[config.mk]
export PLATFORM = sky130hd
export DESIGN_NAME = cond_unit_e
export DESIGN_NICKNAME = d
export VERILOG_FILES = /design/src/rtl/cond_unit_e_pkg.sv /design/src/rtl/cond_unit_e_cond_check.sv /design/src/rtl/cond_unit_e.sv
export SDC_FILE = /design/constraint.sdc
export NUM_CORES = 1
export LEC_CHECK = 0
export BUFFER_PORTS_ARGS = -buffer_cell sky130_fd_sc_hd__buf_2
export CAP_MARGIN = 20
export CELL_PAD_IN_SITES_DETAIL_PLACEMENT = 1
export CELL_PAD_IN_SITES_GLOBAL_PLACEMENT = 2
export CORE_UTILIZATION = 20
export CTS_CLUSTER_SIZE = 12
export DETAILED_ROUTE_END_ITERATION = 10
export GPL_TIMING_DRIVEN = 0
export PLACE_DENSITY_LB_ADDON = 0.1
export SYNTH_ARGS = -nofsm -noshare
export SYNTH_HDL_FRONTEND = slang
export SYNTH_SLANG_ARGS = --single-unit
[constraint.sdc]
create_clock -name clk -period 3.85 [get_ports clk]
set_clock_uncertainty 0.05 [all_clocks]
set_input_delay 0.1925 -clock clk [delete_from_list [all_inputs] [get_ports clk]]
set_output_delay 0.1925 -clock clk [all_outputs]
set_load 0.03 [all_outputs]
[src/rtl/cond_unit_e_pkg.sv]
// Shared definitions for the execute-stage conditional-execution unit:
// condition codes, NZCV bit positions and FlagWriteE bit meanings.
package cond_unit_e_pkg;

    typedef enum logic [3:0] {
        COND_EQ = 4'h0,
        COND_NE = 4'h1,
        COND_CS = 4'h2,
        COND_CC = 4'h3,
        COND_MI = 4'h4,
        COND_PL = 4'h5,
        COND_VS = 4'h6,
        COND_VC = 4'h7,
        COND_HI = 4'h8,
        COND_LS = 4'h9,
        COND_GE = 4'hA,
        COND_LT = 4'hB,
        COND_GT = 4'hC,
        COND_LE = 4'hD,
        COND_AL = 4'hE,
        COND_NV = 4'hF
    } cond_e;

    localparam int FLAG_N = 3;
    localparam int FLAG_Z = 2;
    localparam int FLAG_C = 1;
    localparam int FLAG_V = 0;

    // FlagWriteE[FW_NZ] enables the N,Z pair, FlagWriteE[FW_CV] the C,V pair.
    localparam int FW_NZ = 1;
    localparam int FW_CV = 0;

    typedef struct packed {
        logic n;
        logic z;
        logic c;
        logic v;
    } flags_t;

endpackage

[src/rtl/cond_unit_e_cond_check.sv]
// Purely combinational condition check: evaluates a 4-bit condition field
// against a registered {N,Z,C,V} flag word.
module cond_check
    import cond_unit_e_pkg::*;
(
    input  logic [3:0] cond,
    input  logic [3:0] flags,
    output logic       pass
);

    flags_t f;
    logic   n_eq_v;

    assign f      = flags_t'(flags);
    assign n_eq_v = (f.n == f.v);

    always_comb begin
        pass = 1'b0;
        case (cond_e'(cond))
            COND_EQ: pass = f.z;
            COND_NE: pass = ~f.z;
            COND_CS: pass = f.c;
            COND_CC: pass = ~f.c;
            COND_MI: pass = f.n;
            COND_PL: pass = ~f.n;
            COND_VS: pass = f.v;
            COND_VC: pass = ~f.v;
            COND_HI: pass = f.c & ~f.z;
            COND_LS: pass = ~f.c | f.z;
            COND_GE: pass = n_eq_v;
            COND_LT: pass = ~n_eq_v;
            COND_GT: pass = ~f.z & n_eq_v;
            COND_LE: pass = f.z | ~n_eq_v;
            COND_AL: pass = 1'b1;
            default: pass = 1'b0;   // reserved encoding never executes
        endcase
    end

endmodule

[src/rtl/cond_unit_e.sv]
// Execute-stage conditional-execution unit: NZCV flag register, condition
// gating of control strobes. Optional statistics counters under COND_STATS_EN.
module cond_unit_e
    import cond_unit_e_pkg::*;
#(
    parameter int CNT_W = 16
) (
    input  logic             clk,
    input  logic             reset,
    input  logic             ValidE,
    input  logic             PCSrcE,
    input  logic             RegWriteE,
    input  logic             MemWriteE,
    input  logic             BranchE,
    input  logic [1:0]       FlagWriteE,
    input  logic [3:0]       CondE,
    input  logic [3:0]       ALUFlags,
    output logic             PCSrcGE,
    output logic             RegWriteGE,
    output logic             MemWriteGE,
    output logic             BranchTakenE,
    output logic             CondExE,
    output logic [3:0]       FlagsE,
    output logic [CNT_W-1:0] ExecCnt,
    output logic [CNT_W-1:0] SquashCnt
);

    logic [3:0] flags_reg;
    logic       cond_pass;
    logic       cond_ex;

    // Judged on the registered flags only: no ALUFlags bypass.
    cond_check u_cond_check (
        .cond  (CondE),
        .flags (flags_reg),
        .pass  (cond_pass)
    );

    assign cond_ex      = ValidE & cond_pass & ~reset;
    assign CondExE      = cond_ex;
    assign PCSrcGE      = PCSrcE    & cond_ex;
    assign RegWriteGE   = RegWriteE & cond_ex;
    assign MemWriteGE   = MemWriteE & cond_ex;
    assign BranchTakenE = BranchE   & cond_ex;
    assign FlagsE       = flags_reg;

    always_ff @(posedge clk) begin
        if (reset) begin
            flags_reg <= '0;
        end else begin
            if (FlagWriteE[FW_NZ] && cond_ex) begin
                flags_reg[FLAG_N] <= ALUFlags[FLAG_N];
                flags_reg[FLAG_Z] <= ALUFlags[FLAG_Z];
            end
            if (FlagWriteE[FW_CV] && cond_ex) begin
                flags_reg[FLAG_C] <= ALUFlags[FLAG_C];
                flags_reg[FLAG_V] <= ALUFlags[FLAG_V];
            end
        end
    end

`ifdef COND_STATS_EN
    localparam logic [CNT_W-1:0] CNT_ONE = CNT_W'(1);

    logic [CNT_W-1:0] exec_cnt_reg;
    logic [CNT_W-1:0] squash_cnt_reg;

    // Saturating counters: hold at all-ones rather than wrap.
    always_ff @(posedge clk) begin
        if (reset) begin
            exec_cnt_reg   <= '0;
            squash_cnt_reg <= '0;
        end else if (ValidE) begin
            if (cond_ex) begin
                if (exec_cnt_reg != '1)
                    exec_cnt_reg <= exec_cnt_reg + CNT_ONE;
            end else begin
                if (squash_cnt_reg != '1)
                    squash_cnt_reg <= squash_cnt_reg + CNT_ONE;
            end
        end
    end

    assign ExecCnt   = exec_cnt_reg;
    assign SquashCnt = squash_cnt_reg;
`else
    assign ExecCnt   = '0;
    assign SquashCnt = '0;
`endif

endmodule

* Word level (Yosys, flattened, before mapping)
Cells that the tools add are included.
Widths: inputs -> output; s select.
** Word-level totals
- Flip-flop bits (word level) :: 4
- Bits of input ports :: 17
- Logic and storage cells :: 37
** Operators by class
- Equality and inequality tests :: 15
- Multiplexer cells :: 1
- Bitwise logic cells :: 16
- Reduce and logical (&&, ||, !) cells :: 3
** Operators with widths (count)
- $eq 4x4->1 const B :: 7
- $eq 4x3->1 const B :: 4
- $pmux 1 s15 :: 1
- $and 1x1->1 :: 8
- $eq 4x2->1 const B :: 2
- $not 1->1 :: 6
- $eq 4x1->1 const B :: 1
- $logic_not 4->1 :: 1
- $logic_and 1x1->1 :: 2
- $or 1x1->1 :: 2
- $eq 1x1->1 :: 1

* Logic depth before layout (Yosys ltp)
- Depth in word-level cells :: 7
- Gate-level depth with buffers :: 6
- Gate-level depth less buffers :: 5

* By module
A second synthesis with hierarchy kept.
** Unflattened totals
- Cells, all modules :: 84
- Area, all modules :: 675.6 um2
** Modules (own cells, without submodules)
- cond_unit_e :: instances 1, cells an instance 56, area an instance 481.7 um2
- cond_check :: instances 1, cells an instance 28, area an instance 193.9 um2

* Worst setup path after synthesis
No wires, ideal clock.
- Kind :: register -> output
- From :: register flags_reg[3], in the netlist FlagsE[3]
- To :: output port BranchTakenE
- Arrival :: 2053 ps
- Data required time :: 3607 ps
- Path slack :: 1554 ps
- Cell stages (with the launch flop) :: 7
- Path through :: dfxtp_1 -> buf_4 -> xor2_1 -> o221ai_1 -> o31ai_1 -> nand3_1 -> and2_1
** Between the ends
- Longest elaborated chain between the ends :: 7
- Elaborated cells between the ends (all ways) :: 9
** RTL lines
- from (decl) :: RTL line cond_unit_e.sv:28 : logic [3:0] flags_reg;
- from (signal, indexed assignment) :: RTL line cond_unit_e.sv:52 : flags_reg[FLAG_N] <= ALUFlags[FLAG_N];
- from (signal, indexed assignment) :: RTL line cond_unit_e.sv:53 : flags_reg[FLAG_Z] <= ALUFlags[FLAG_Z];
- from (signal, indexed assignment) :: RTL line cond_unit_e.sv:56 : flags_reg[FLAG_C] <= ALUFlags[FLAG_C];
- $eq 1x1->1 :: RTL line cond_unit_e_cond_check.sv:15 : assign n_eq_v = (f.n == f.v);
- $not 1->1 :: RTL line cond_unit_e_cond_check.sv:31, cond_unit_e_cond_check.sv:33
- $or 1x1->1 :: RTL line cond_unit_e_cond_check.sv:33 : COND_LE: pass = f.z | ~n_eq_v;
- $pmux 1 s15 (*) :: RTL line cond_unit_e_cond_check.sv:19 : case (cond_e'(cond))
- $and 1x1->1 (*) (2 in a row) :: RTL line cond_unit_e.sv:39 : assign cond_ex = ValidE & cond_pass & ~reset;
- via CondExE :: RTL line cond_unit_e.sv:22 : output logic CondExE,
- $and 1x1->1 (*) :: RTL line cond_unit_e.sv:44 : assign BranchTakenE = BranchE & cond_ex;
- to (decl) :: RTL line cond_unit_e.sv:21 : output logic BranchTakenE,
Mark *: on every way through the listed nets, which the timed path passes. The rest lies on a longest branch.

* Worst setup path in the final report
- From :: register flags_reg[3], in the netlist FlagsE[3]
- To :: output port MemWriteGE
** Between the ends
- Longest elaborated chain between the ends :: 7
- Elaborated cells between the ends (all ways) :: 9
** RTL lines
- $eq 1x1->1 :: RTL line cond_unit_e_cond_check.sv:15
- $not 1->1 :: RTL line cond_unit_e_cond_check.sv:31, cond_unit_e_cond_check.sv:33
- $or 1x1->1 :: RTL line cond_unit_e_cond_check.sv:33
- $pmux 1 s15 (*) :: RTL line cond_unit_e_cond_check.sv:19
- $and 1x1->1 (*) (2 in a row) :: RTL line cond_unit_e.sv:39
- $and 1x1->1 (*) :: RTL line cond_unit_e.sv:43 : assign MemWriteGE = MemWriteE & cond_ex;
- to (decl) :: RTL line cond_unit_e.sv:20 : output logic MemWriteGE,
Every way passes the cells marked *; elsewhere a longest branch is shown, timed or not.

==> impl_results.md <==
- Status: completed
- Total CTS buffers: 3
- Ant diodes: 0
- Fmax: ~0.44 GHz
- Wire length on met2: 825 um
- Crit path max fanout: 7
- Largest register FFs: 4
- Power per cell area: just over 200 nW/um^2
- Initial antenna violation count: 0
- Die Area: 3850 sq um
- Fin crit period: approximately 2300 ps
- Worst Path Arrival: between 2000 and 2500 ps
- Post-synthesis cell type count: 33
- Synth Register Bits: 4
- Critical Path Sink Type: output pin
- Post-route setup TNS: 0 ps
- Final worst slack: ~1600 ps
- Cts repair resizes: 0
- Iter 0 DRT Violations: 7
- Post-synth EDFFs: 0
- Part of the cycle the worst path needs: 59.4%
- Hold WS: about 180 ps
- Synth warn: 0
- Reg-to-Reg Start: FlagsE[3]
- Sequential element share of the synthesized area: 11.1%
- First-pass GRT wire length: around 2.4 mm
- Max Used Layer: met4
- Crit path from: FlagsE[3]
- Top cells by area, synth: buf_4, dfxtp_1, nand2b_1
- Setup Buffers After CTS: 0
- Synth Cell Area: slightly above 700 sq um
- Max-slew violations: 0
- CTS tree: yes
- Routability congestion estimate: 0.698
- Fin. Hold Viols: 0
- Clock Pin Slew Worst Setup and Hold Paths: roughly 40 ps
- Final cell count without fillers: just under 200
- Clk buf depth: 2
- Largest net degree at the start of global routing: 11
- Final #Nets: around 170
- Routed wire length: 1.73 mm
- Total number of vias: 690
- CTS root buf: clkbuf_4
- DRC: 0
- Peak VDD IR: between 70 and 80 uV
- CP Launch Type: flop
- Yosys top cell area share: between 30% and 40%
- Mapped Avg Cell Area: roughly 8 sq um
- Rows: 21
- Htree depth: 1
- Core box area: 3390 sq um
- LEAKAGE: around 0.60 nW
- Top cells by count, synth: buf_4, nand2b_1, and2_1
- Share of cells above drive strength 1: a little under half
- Port Buffers: 25
- Post-DP HPWL: around 1.5 mm
- Synth Instances: 90
- Hold Path Class: in -> reg
- Wl on met1: between 700 and 800 um
- Cell taking the most area after synthesis: buf_4
- Worst hold start: ALUFlags[0]
- Unrepaired setup endpoints after global routing: no
- TritonRoute pass-1 iters: 2
- Die span in y: approximately 62 um
- Pre-CTS setup slack: between 1500 and 2000 ps
- Placed cell count: 192
- Via/cell ratio: roughly 3.5
- Vias in the first global route: about 600
- # hold bufs at CTS: 0
- Layout Utilization: 30.8%
- Synth async-reset ratio: 0%
- Critical path class: reg -> out
- GR Util All Layers: 8.61%
- # fillers: 440
- Max-Cap Viols: 0
- Met3 wire len: about 140 um
- Starting Density: about a fifth
- Io pins: a little under 60
- CTS sink count: 4
- Routed len/inst: just under 9 um
- Clock latency on the worst-skew pair: approximately 230 ps
- Antenna Nets Post-Route: 0
- WP data required: 3610 ps
- GRT Residual Overflow: 0
- Die W: 62.1 um
- Layout area overhead: 44.5%
- Top_reg_cell synth: dfxtp_1
- # setup viols final: 0
- Most common cell in the netlist: buf_4
## worst paths after layout
check / depth (start not counted) / slack [ps] / end
worst max-delay path: 7 / 1560 / MemWriteGE
worst min-delay path: 3 / 180 / FlagsE[0]
worst max register to register: 6 / 1970 / FlagsE[3]
worst min register to register: 2 / 520 / FlagsE[1]
## worst max-delay path, stage by stage, from the launching register on
cell     delay, ps
dfxtp_1        300
buf_4          160
xor2_1         150
and3_2         200
o31ai_1        390
nand3_1        230
and2_1         210
buf_2          170
## layout by cell type (no fill, tap or decap), types with 2 or more instances in the layout
cell / n
and4bb_2: 2
o21ai_0: 2
mux2i_1: 4
xor2_1: 2
and2_1: 5
a31oi_1: 2
dfxtp_1: 4
nand2b_1: 8
inv_1: 3
nor3_1: 2
buf_4: 33
xnor2_1: 2
conb_1: 32
buf_2: 25
clkbuf_4: 3
## per-layer routing
metal	track usage (%)	vias up
li1	-	360
met1	9.28	294
met2	16.4	34
met3	2.48	2
met4	1.90	0
met5	0	-
## power by group
part | total, W | switching, W | internal (W)
combinational | 0.000113 | 0.0000703 | 0.0000430
sequential | 0.0000446 | 0.00000176 | 0.0000428
clock | 0.0000522 | 0.0000173 | 0.0000349
total | 0.000210 | 0.0000894 | 0.000121
## cell type report
| type | count | area, sq um | share of cell area [%] |
|---|---|---|---|
| inverters | 3 | 11.3 | 1.08 |
| multi-input cells | 80 | 488 | 46.8 |
| clock buffers | 3 | 22.5 | 2.16 |
| flip-flops and latches | 4 | 80.1 | 7.67 |
| well taps | 46 | 57.6 | 5.52 |
| plain buffers | 34 | 259 | 24.8 |
| repair buffers | 25 | 125 | 12.0 |
## through the flow
stage	total power [W]	area, sq um
after CTS	0.000212	1040
after global routing	0.000226	1040
after detailed placement	0.000158	1020
after floorplan	0.000139	838
after global placement	0.000156	1020
final	0.000210	1040
## cells by family after synthesis
| family | synth area share, % |
|---|---|
| buffers and inverters | 37.4 |
| XOR/XNOR | 4.85 |
| AND/OR/NAND/NOR | 29.5 |
| other | 0.519 |
| multiplexers | 5.55 |
| AO/OA/AOI/OAI | 11.1 |
| flip-flops | 11.1 |
Note: power is estimated with default switching activity, not from simulation.
